`config.mk`:
```
export PLATFORM = sky130hd
export DESIGN_NAME = fxp_alu_pipe
export DESIGN_NICKNAME = d
export VERILOG_FILES = /design/src/rtl/fxp_pkg.sv /design/src/rtl/fxp_seq_mult.sv /design/src/rtl/fxp_alu_pipe.sv
export SDC_FILE = /design/constraint.sdc
export NUM_CORES = 1
export LEC_CHECK = 0
export CELL_PAD_IN_SITES_DETAIL_PLACEMENT = 1
export CELL_PAD_IN_SITES_GLOBAL_PLACEMENT = 2
export CORE_UTILIZATION = 39
export DETAILED_ROUTE_END_ITERATION = 8
export PLACE_DENSITY_LB_ADDON = 0.25
export RECOVER_POWER = 50
export SETUP_SLACK_MARGIN = 0.15
export SLEW_MARGIN = 0
export SYNTH_ARGS = -nofsm -noshare
export SYNTH_HDL_FRONTEND = slang
export SYNTH_SLANG_ARGS = --single-unit
```
`constraint.sdc`:
```
create_clock -name clk -period 6.6 [get_ports clk]
set_clock_uncertainty 0.15 [all_clocks]
set_input_delay 1.65 -clock clk [delete_from_list [all_inputs] [get_ports clk]]
set_output_delay 1.65 -clock clk [all_outputs]
set_load 0.01 [all_outputs]
```
`src/rtl/fxp_pkg.sv`:
```
// Shared types for the fixed-point ALU: op encoding, FSM states and nzvc bit positions.
package fxp_pkg;

    typedef enum logic [1:0] {
        FXP_ADD = 2'd0,
        FXP_SUB = 2'd1,
        FXP_MUL = 2'd2,
        FXP_RSV = 2'd3
    } fxp_op_e;

    typedef enum logic [1:0] {
        ST_IDLE     = 2'd0,
        ST_MUL_BUSY = 2'd1,
        ST_DONE     = 2'd2
    } fxp_state_e;

    localparam int FLAG_N = 3;
    localparam int FLAG_Z = 2;
    localparam int FLAG_V = 1;
    localparam int FLAG_C = 0;

endpackage

```
`src/rtl/fxp_seq_mult.sv`:
```
// Unsigned shift-add multiplier: one partial product per cycle over WIDTH cycles.
// done pulses during the last step; product carries the final sum in that same cycle.
module fxp_seq_mult #(
    parameter int WIDTH = 16
) (
    input  logic                 clk,
    input  logic                 rst,
    input  logic                 start,
    input  logic [WIDTH-1:0]     a_mag,
    input  logic [WIDTH-1:0]     b_mag,
    output logic                 done,
    output logic [2*WIDTH-1:0]   product
);

    localparam int PW = 2 * WIDTH;
    localparam int CW = $clog2(WIDTH + 1);

    logic [PW-1:0]    mcand_q, mcand_d;
    logic [PW-1:0]    acc_q, acc_d;
    logic [WIDTH-1:0] mplier_q, mplier_d;
    logic [CW-1:0]    cnt_q, cnt_d;

    always_comb begin
        mcand_d  = mcand_q;
        acc_d    = acc_q;
        mplier_d = mplier_q;
        cnt_d    = cnt_q;
        if (start) begin
            mcand_d  = {{WIDTH{1'b0}}, a_mag};
            mplier_d = b_mag;
            acc_d    = '0;
            cnt_d    = CW'(WIDTH);
        end else if (cnt_q != '0) begin
            if (mplier_q[0]) begin
                acc_d = acc_q + mcand_q;
            end
            mcand_d  = mcand_q << 1;
            mplier_d = mplier_q >> 1;
            cnt_d    = cnt_q - CW'(1);
        end
    end

    assign done    = (cnt_q == CW'(1));
    assign product = acc_d;

    always_ff @(posedge clk) begin
        if (rst) begin
            cnt_q <= '0;
        end else begin
            cnt_q <= cnt_d;
        end
    end

    always_ff @(posedge clk) begin
        mcand_q  <= mcand_d;
        acc_q    <= acc_d;
        mplier_q <= mplier_d;
    end

endmodule

```
`src/rtl/fxp_alu_pipe.sv`:
```
// Fixed-point ADD/SUB (1 cycle) and MUL (WIDTH+1 cycles) with nzvc flags and a valid/ready handshake.
// Define FXP_ALU_SAT_EN to clamp overflowed results; otherwise they wrap.
module fxp_alu_pipe
    import fxp_pkg::*;
#(
    parameter int WIDTH = 16,
    parameter int FRAC  = 8
) (
    input  logic                    clk,
    input  logic                    rst,
    input  logic                    in_valid,
    output logic                    in_ready,
    input  logic [1:0]              op,
    input  logic signed [WIDTH-1:0] a,
    input  logic signed [WIDTH-1:0] b,
    output logic                    out_valid,
    input  logic                    out_ready,
    output logic signed [WIDTH-1:0] result,
    output logic [3:0]              nzvc
);

    localparam int PW = 2 * WIDTH;
    localparam logic [PW-1:0] NEG_LIM = {{WIDTH{1'b0}}, 1'b1, {(WIDTH-1){1'b0}}};

    fxp_state_e state_q, state_d;
    fxp_op_e    op_in, op_q, op_d;
    logic       mul_neg_q, mul_neg_d;
    logic signed [WIDTH-1:0] result_q, result_d;
    logic [3:0] nzvc_q, nzvc_d;

    logic accept, mul_start, mul_done, mul_fin;
    logic [WIDTH-1:0] a_mag, b_mag;
    logic [PW-1:0]    product;

    logic [WIDTH:0]          as_ext;
    logic                    as_v, as_c;
    logic signed [WIDTH-1:0] as_res;
    logic [PW-1:0]           mul_shift;
    logic [WIDTH-1:0]        mul_low;
    logic                    mul_v;
    logic signed [WIDTH-1:0] mul_res;

    function automatic logic [3:0] make_flags(input logic signed [WIDTH-1:0] r,
                                              input logic v, input logic c);
        make_flags         = '0;
        make_flags[FLAG_N] = r[WIDTH-1];
        make_flags[FLAG_Z] = (r == '0);
        make_flags[FLAG_V] = v;
        make_flags[FLAG_C] = c;
    endfunction

`ifdef FXP_ALU_SAT_EN
    function automatic logic signed [WIDTH-1:0] sat_limit(input logic neg);
        sat_limit = neg ? {1'b1, {(WIDTH-1){1'b0}}} : {1'b0, {(WIDTH-1){1'b1}}};
    endfunction
`endif

    assign op_in = fxp_op_e'(op);

    always_comb begin
        a_mag = a[WIDTH-1] ? -a : a;
        b_mag = b[WIDTH-1] ? -b : b;
    end

    fxp_seq_mult #(.WIDTH(WIDTH)) u_mult (
        .clk     (clk),
        .rst     (rst),
        .start   (mul_start),
        .a_mag   (a_mag),
        .b_mag   (b_mag),
        .done    (mul_done),
        .product (product)
    );

    // Add/sub evaluated straight off the accepted operands; on overflow the true sign is a's.
    always_comb begin
        if (op_in == FXP_SUB) begin
            as_ext = {1'b0, a} - {1'b0, b};
            as_c   = ~as_ext[WIDTH];
            as_v   = (a[WIDTH-1] != b[WIDTH-1]) && (as_ext[WIDTH-1] != a[WIDTH-1]);
        end else begin
            as_ext = {1'b0, a} + {1'b0, b};
            as_c   = as_ext[WIDTH];
            as_v   = (a[WIDTH-1] == b[WIDTH-1]) && (as_ext[WIDTH-1] != a[WIDTH-1]);
        end
        as_res = as_ext[WIDTH-1:0];
`ifdef FXP_ALU_SAT_EN
        if (as_v) begin
            as_res = sat_limit(a[WIDTH-1]);
        end
`endif
    end

    // A negative product may reach exactly -2^(WIDTH-1) and still fit.
    always_comb begin
        mul_shift = product >> FRAC;
        mul_low   = mul_shift[WIDTH-1:0];
        mul_v     = mul_neg_q ? (mul_shift > NEG_LIM) : (mul_shift[PW-1:WIDTH-1] != '0);
        mul_res   = mul_neg_q ? -mul_low : mul_low;
`ifdef FXP_ALU_SAT_EN
        if (mul_v) begin
            mul_res = sat_limit(mul_neg_q);
        end
`endif
    end

    always_ff @(posedge clk) begin
        if (rst) begin
            state_q <= ST_IDLE;
        end else begin
            state_q <= state_d;
        end
    end

    always_comb begin
        state_d = state_q;
        case (state_q)
            ST_IDLE:     if (accept) state_d = (op_in == FXP_MUL) ? ST_MUL_BUSY : ST_DONE;
            ST_MUL_BUSY: if (mul_fin) state_d = ST_DONE;
            ST_DONE:     if (out_ready) state_d = ST_IDLE;
            default:     state_d = ST_IDLE;
        endcase
    end

    always_comb begin
        in_ready  = (state_q == ST_IDLE) && !rst;
        out_valid = (state_q == ST_DONE) && !rst;
        accept    = in_valid && in_ready;
        mul_start = accept && (op_in == FXP_MUL);
        mul_fin   = (state_q == ST_MUL_BUSY) && (op_q == FXP_MUL) && mul_done;
    end

    always_comb begin
        op_d      = op_q;
        mul_neg_d = mul_neg_q;
        result_d  = result_q;
        nzvc_d    = nzvc_q;
        if (accept) begin
            op_d      = op_in;
            mul_neg_d = a[WIDTH-1] ^ b[WIDTH-1];
            if (op_in != FXP_MUL) begin
                result_d = as_res;
                nzvc_d   = make_flags(as_res, as_v, as_c);
            end
        end
        if (mul_fin) begin
            result_d = mul_res;
            nzvc_d   = make_flags(mul_res, mul_v, 1'b0);
        end
    end

    always_ff @(posedge clk) begin
        if (rst) begin
            result_q <= '0;
            nzvc_q   <= '0;
        end else begin
            result_q <= result_d;
            nzvc_q   <= nzvc_d;
        end
    end

    always_ff @(posedge clk) begin
        op_q      <= op_d;
        mul_neg_q <= mul_neg_d;
    end

    assign result = result_q;
    assign nzvc   = nzvc_q;

endmodule

```
Word level (Yosys, flattened, before mapping)
Index checks and enable logic that the tools add are counted.
{ "classes": {"addsub": 7, "order_cmp": 1, "n_eq_ne": 14, "mux": 27, "bitwise": 2, "reduce_logical": 23} }
{ "op_table": {"columns": ["cell", "count"], "rows": [
  ["two-way mux 16 bit", 11],
  ["two-way mux 32 bit", 3],
  ["negator 16 bit", 3],
  ["adder 32 bit", 1],
  ["logical NOT 16 bit", 2],
  ["greater-than comparator 24 x 16 -> 1 bit (second input constant)", 1],
  ["adder 16 x 16 -> 17 bit", 1],
  ["nonzero test 17 bit", 1],
  ["subtractor 16 x 16 -> 17 bit", 1],
  ["two-way mux 4 bit", 3],
  ["two-way mux 5 bit", 2],
  ["logical AND 1 bit", 8],
  ["two-way mux 2 bit", 4],
  ["!= test 2 bit (second input constant)", 4],
  ["== test 2 bit (second input constant)", 3],
  ["one-hot mux 2 bit (3 select lines)", 1],
  ["AND reduction 2 bit", 3],
  ["nonzero test 2 bit", 3],
  ["== test 5 x 1 -> 1 bit (second input constant)", 1],
  ["nonzero test 5 bit", 1],
  ["subtractor 5 x 1 -> 5 bit (second input constant)", 1],
  ["== test 2 x 1 -> 1 bit (second input constant)", 2],
  ["OR reduction 2 bit", 2],
  ["two-way mux 1 bit", 3],
  ["other kinds (7)", 9]
]} }
{ "totals": {"register_bits": 110, "in_bits": 38, "out_inout_bits": 22, "elab_cells": 87} }

Logic depth before layout (Yosys ltp)
{ "logic_depth": {"word_depth": 9, "depth_mapped": 16, "mapped_depth_nobuf": 15} }

Cells and area by module
Synthesis repeated with hierarchy kept, for this count alone.
{ "hier_totals": {"hier_cells": 1072, "hier_area_um2": 8874.8} }
{ "modules_own_cells": {"columns": ["module", "instances", "cells_each", "area_each_um2", "seq_area_each_um2"], "rows": [
  ["fxp_seq_mult", 1, 551, 5053.6, 2021.9],
  ["fxp_alu_pipe", 1, 521, 3821.2, 530.5]
]} }

Least setup slack after synthesis
OpenSTA, ideal clock, no wires.
{ "synth_timing": {"path_type": "input-to-reg", "startpoint": "in rst", "endpoint": "reg nzvc_q[2] (netlist: nzvc[2])", "setup_ps": 87, "arrival_time_ps": 4809, "required_time_ps": 6363, "slack_ps": 1554, "cell_stages": 13, "n_path_buf": 0, "cell_sequence": "or4b_4 > inv_2 > a211oi_2 > nand3_1 > mux2i_1 > a211oi_2 > ha_1 > nor2_1 > xnor2_1 > or4_1 > or4_1 > or4_1 > o31ai_1"} }
{ "synth_between": {"elab_chain_len": 9, "elab_cells_between_ends": 11, "cone_classes": "add/sub: 1; mux: 3; reduce/logical: 7"} }
{ "synth_rtl": {"columns": ["element", "line", "text"], "rows": [
  ["from (decl)", "fxp_alu_pipe.sv:10", "input logic rst,"],
  ["logical NOT 1 bit (*)", "fxp_alu_pipe.sv:126", "in_ready = (state_q == ST_IDLE) && !rst;"],
  ["logical AND 1 bit (*)", "fxp_alu_pipe.sv:126", null],
  ["logical AND 1 bit (*)", "fxp_alu_pipe.sv:128", "accept = in_valid && in_ready;"],
  ["via accept", "fxp_alu_pipe.sv:31", "logic accept, mul_start, mul_done, mul_fin;"],
  ["logical AND 1 bit", "fxp_alu_pipe.sv:129", "mul_start = accept && (op_in == FXP_MUL);"],
  ["two-way mux 32 bit", "fxp_seq_mult.sv:28", "if (start) begin"],
  ["negator 16 bit", "fxp_alu_pipe.sv:99", "mul_res = mul_neg_q ? -mul_low : mul_low;"],
  ["two-way mux 16 bit", "fxp_alu_pipe.sv:99", null],
  ["logical NOT 16 bit", "fxp_alu_pipe.sv:47", "make_flags[FLAG_Z] = (r == '0);"],
  ["two-way mux 4 bit", "fxp_alu_pipe.sv:146", "if (mul_fin) begin"],
  ["to (signal assigned)", "fxp_alu_pipe.sv:158", "nzvc_q <= nzvc_d;"],
  ["to (decl)", "fxp_alu_pipe.sv:29", "logic [3:0] nzvc_q, nzvc_d;"]
]} }
The timed path passes the listed nets; every way through them passes the cells marked *.
A chain may end at the register's enable or synchronous reset.

Final worst setup path
{ "layout_timing": {"startpoint": "in in_valid", "endpoint": "reg nzvc_q[2] (netlist: nzvc[2])"} }
{ "layout_between": {"elab_chain_len": 7, "elab_cells_between_ends": 9, "cone_classes": "add/sub: 1; mux: 3; reduce/logical: 5"} }
{ "layout_rtl": {"columns": ["element", "line", "text"], "rows": [
  ["from (decl)", "fxp_alu_pipe.sv:11", "input logic in_valid,"],
  ["logical AND 1 bit (*)", "fxp_alu_pipe.sv:128", null],
  ["via accept", "fxp_alu_pipe.sv:31", null],
  ["logical AND 1 bit", "fxp_alu_pipe.sv:129", null],
  ["two-way mux 32 bit", "fxp_seq_mult.sv:28", null],
  ["negator 16 bit", "fxp_alu_pipe.sv:99", null],
  ["two-way mux 16 bit", "fxp_alu_pipe.sv:99", null],
  ["logical NOT 16 bit", "fxp_alu_pipe.sv:47", null],
  ["two-way mux 4 bit", "fxp_alu_pipe.sv:146", null]
]} }
Marks and branches as above.

==> impl_metrics.toml <==
[floorplanning]
die_y_um = 153
row_count = 54
initial_core_util = 0.402
die_area_um2 = 23400
core_um2 = 22100
io_pins = 60
fp.dieW_um = 153

[critical_path]
cp_max_fo = 6
worstPathRequired_ns = 6.73
end_kind = "flip-flop"
reg2reg_depth = 15
r2r-start = "u_mult.mcand_q[0]"
reg2reg_to = "nzvc[2]"
start_kind = "input port"
ff2ff_setup_slack_ns = 1.84
worstSetupPathType = "in2reg"
cp.arrival_ns = 6.03

[routing]
viasPerCell = 5.99
wirelength_um = 29900
vias = 8690
antenna_left = 0
wire_per_inst_um = 20.6
drt_iter0_drc = 490
drc = 0
drtPass1Iterations = 5

[cells_and_area]
num-nets-final = 1275
antenna_cells = 0
final_core_util = 0.454
area_growth_pct = 12.9
drive_above_1_share = 0.0453

[synth]
syn_area_per_cell_um2 = 7.85
ys_ff_latch = 110
yosys.cell_types.count = 84
synth_edf_count = 35
ys.flop_type = "dfxtp_1"
synthCells = 1131
yosysWarningCount = 0
syn_nets = 1240
synth-seq-area-share = 0.287
syn-cell-area_um2 = 8880
async_flop_share = 0

[flow_run]
drv_cap = 1

[pwr]
ir_drop_mv = 0.312
power_density_nw_per_um2 = 477
p_leak_nw = 3.96

[placed_design]
io_buffers = 59
gp_congestion = 0.872
dp_hpwl_um = 23200

[clock_tree]
ctsHoldBuffers = 0
cts_buffers = 9
h-tree-depth = 3
clk_path_buf_depth = 2
cts-root-buf = "clkbuf_16"
insertion_delay_ns = 0.37
cts_sinks = 110
cts_tree = "built"
clkTransAtPathRegs_ns = 0.08
post_cts_buffers = 0
ctsResizeCount = 0

[global_route]
antenna_found_initial = 0
grt_max_degree = 48
grt_pass1_vias = 8606
grt_first_pass_wirelength_um = 48100
grt_use_total = 0.260
gr-total-overflow = 0

[sta]
fmax_mhz = 169
relSlewSlack = -0.148
fin_crit_sh = 0.895
finalHoldViolCount = 0
setup_viol = 0
fin_setup_tns_ns = 0
tightest_slew_ns = 1.72
rsz0062_at_grt = "false"
drv_slew = 48
post-route-min-period_ns = 5.90

[status]
outcome = "finished with violations"
violations = "capacitance limit, slew limit"

[min_path]
whs_path_depth = 2
min_path_type = "reg2reg"
hold_start = "u_mult.acc_q[5]"
whs_endpoint = "u_mult.acc_q[5]"
synth_stat cells (all sizes together) (4+ instances only):
library cell	count	share of area
a211oi	20	0.018
and4	6	0.0059
a22oi	10	0.0085
and2	7	0.0049
clkbuf	42	0.018
a31oi	9	0.0063
inv	64	0.027
a221oi	4	0.0039
edfxtp	35	0.12
nor4b	6	0.0059
nor2	80	0.034
a211o	7	0.0069
o211ai	7	0.0065
xor2	22	0.022
a21o	13	0.011
or3	19	0.013
mux2i	12	0.014
buf	10	0.0059
nand2b	10	0.0070
o21bai	4	0.0034
a31o	4	0.0039
nor3b	4	0.0034
ha	68	0.096
dfxtp	75	0.17
nor4	8	0.0073
a21oi	113	0.064
and3	9	0.0065
nor2b	8	0.0056
nand3	17	0.011
or4	13	0.011
nand4	14	0.0099
nand2	148	0.063
a2111oi	6	0.0059
xnor2	40	0.039
o311ai	7	0.0069
nor3	33	0.019
o21a	11	0.0093
o41ai	7	0.0069
o21ai	91	0.053
o31ai	18	0.015
final cells by class:
cell class	instances	area (um2)
Clock buffer	9	225
Clock inverter	7	78.8
Fill cell	2707	12100
Inverter	65	244
Multi-Input combinational cell	904	5880
Sequential cell	110	2550
Tap cell	280	350
Timing Repair Buffer	76	703
worst max-delay path by stage:
stage | from | to | slack (ns) | cells after the start
6_report | in_valid | nzvc[2] | 0.70 | 14
5_1_grt | in_valid | nzvc[2] | 0.51 | 14
4_1_cts | in_valid | nzvc[2] | 1.00 | 14
3_5_place_dp | in_valid | nzvc[2] | 0.67 | 14
3_3_place_gp | in_valid | nzvc[2] | 0.77 | 14
2_1_floorplan | rst | nzvc[2] | 1.55 | 13
per-stage QoR:
stage / cells / hold WS [ns] / cell area, um2 / worst slack [ns] / power (mW)
after floorplan: 1131 / 0.286 / 8880 / 1.55 / 3.30
after global placement: 1435 / 0.297 / 9750 / 0.768 / 4.11
after detailed placement: 1435 / 0.307 / 9750 / 0.671 / 4.19
after CTS: 1451 / 0.318 / 10100 / 1.00 / 4.79
after global routing: 1451 / 0.344 / 10000 / 0.509 / 5.17
final: 1451 / 0.317 / 10000 / 0.696 / 4.79
cells in the final DEF (no fill, tap or decap), drive strengths merged, types with 14 or more instances in the layout:
cell type / instances
a211oi: 20
a21oi: 113
clkdlybuf4s50: 35
dfxtp: 75
dlygate4sd3: 24
edfxtp: 35
ha: 68
inv: 66
nand2: 148
nand3: 17
nand4: 14
nor2: 80
nor3: 33
o21ai: 91
o31ai: 18
or3: 19
xnor2: 40
xor2: 22
logic make-up after synthesis:
| logic type | after synthesis | synth area share |
|---|---|---|
| simple gates | 394 | 0.219 |
| compound gates | 364 | 0.264 |
| buf+inv | 117 | 0.0511 |
| flops | 110 | 0.287 |
| fa+ha+maj | 71 | 0.103 |
| xor+xnor | 62 | 0.0612 |
| mux | 13 | 0.0148 |
registers in the layout, summed over array words and instances, names as in the netlist:
register / count
op_q: 2
u_mult.mcand_q: 32
u_mult.mplier_q: 16
result: 16
u_mult.cnt_q: 5
mul_neg_q: 1
u_mult.acc_q: 32
nzvc: 4
state_q: 2
routing by layer:
layer / global-route usage / share of wire / vias up
met5: 0 / 0 / -
met4: 0.0515 / 0.013 / 0
met3: 0.0258 / 0.037 / 21
met2: 0.415 / 0.44 / 183
met1: 0.380 / 0.51 / 4264
li1: - / - / 4222
critical path, cell delays in order:
cell           delay, ns
dlygate4sd3_1       0.57
or4b_1              0.61
inv_1               0.29
a211oi_2            0.21
nand3_1             0.14
mux2i_1             0.09
a211oi_2            0.41
ha_1                0.27
nor2_1              0.07
xnor2_1             0.14
or4_1               0.49
or4_1               0.42
or4_1               0.48
o31ai_1             0.19
power breakdown:
part | internal, mW | switching, mW | total [mW]
clock network | 0.270 | 0.311 | 0.581
registers | 1.03 | 0.191 | 1.22
logic | 1.06 | 1.93 | 2.99
total | 2.36 | 2.43 | 4.79
Power figures use the tool's default switching activity.
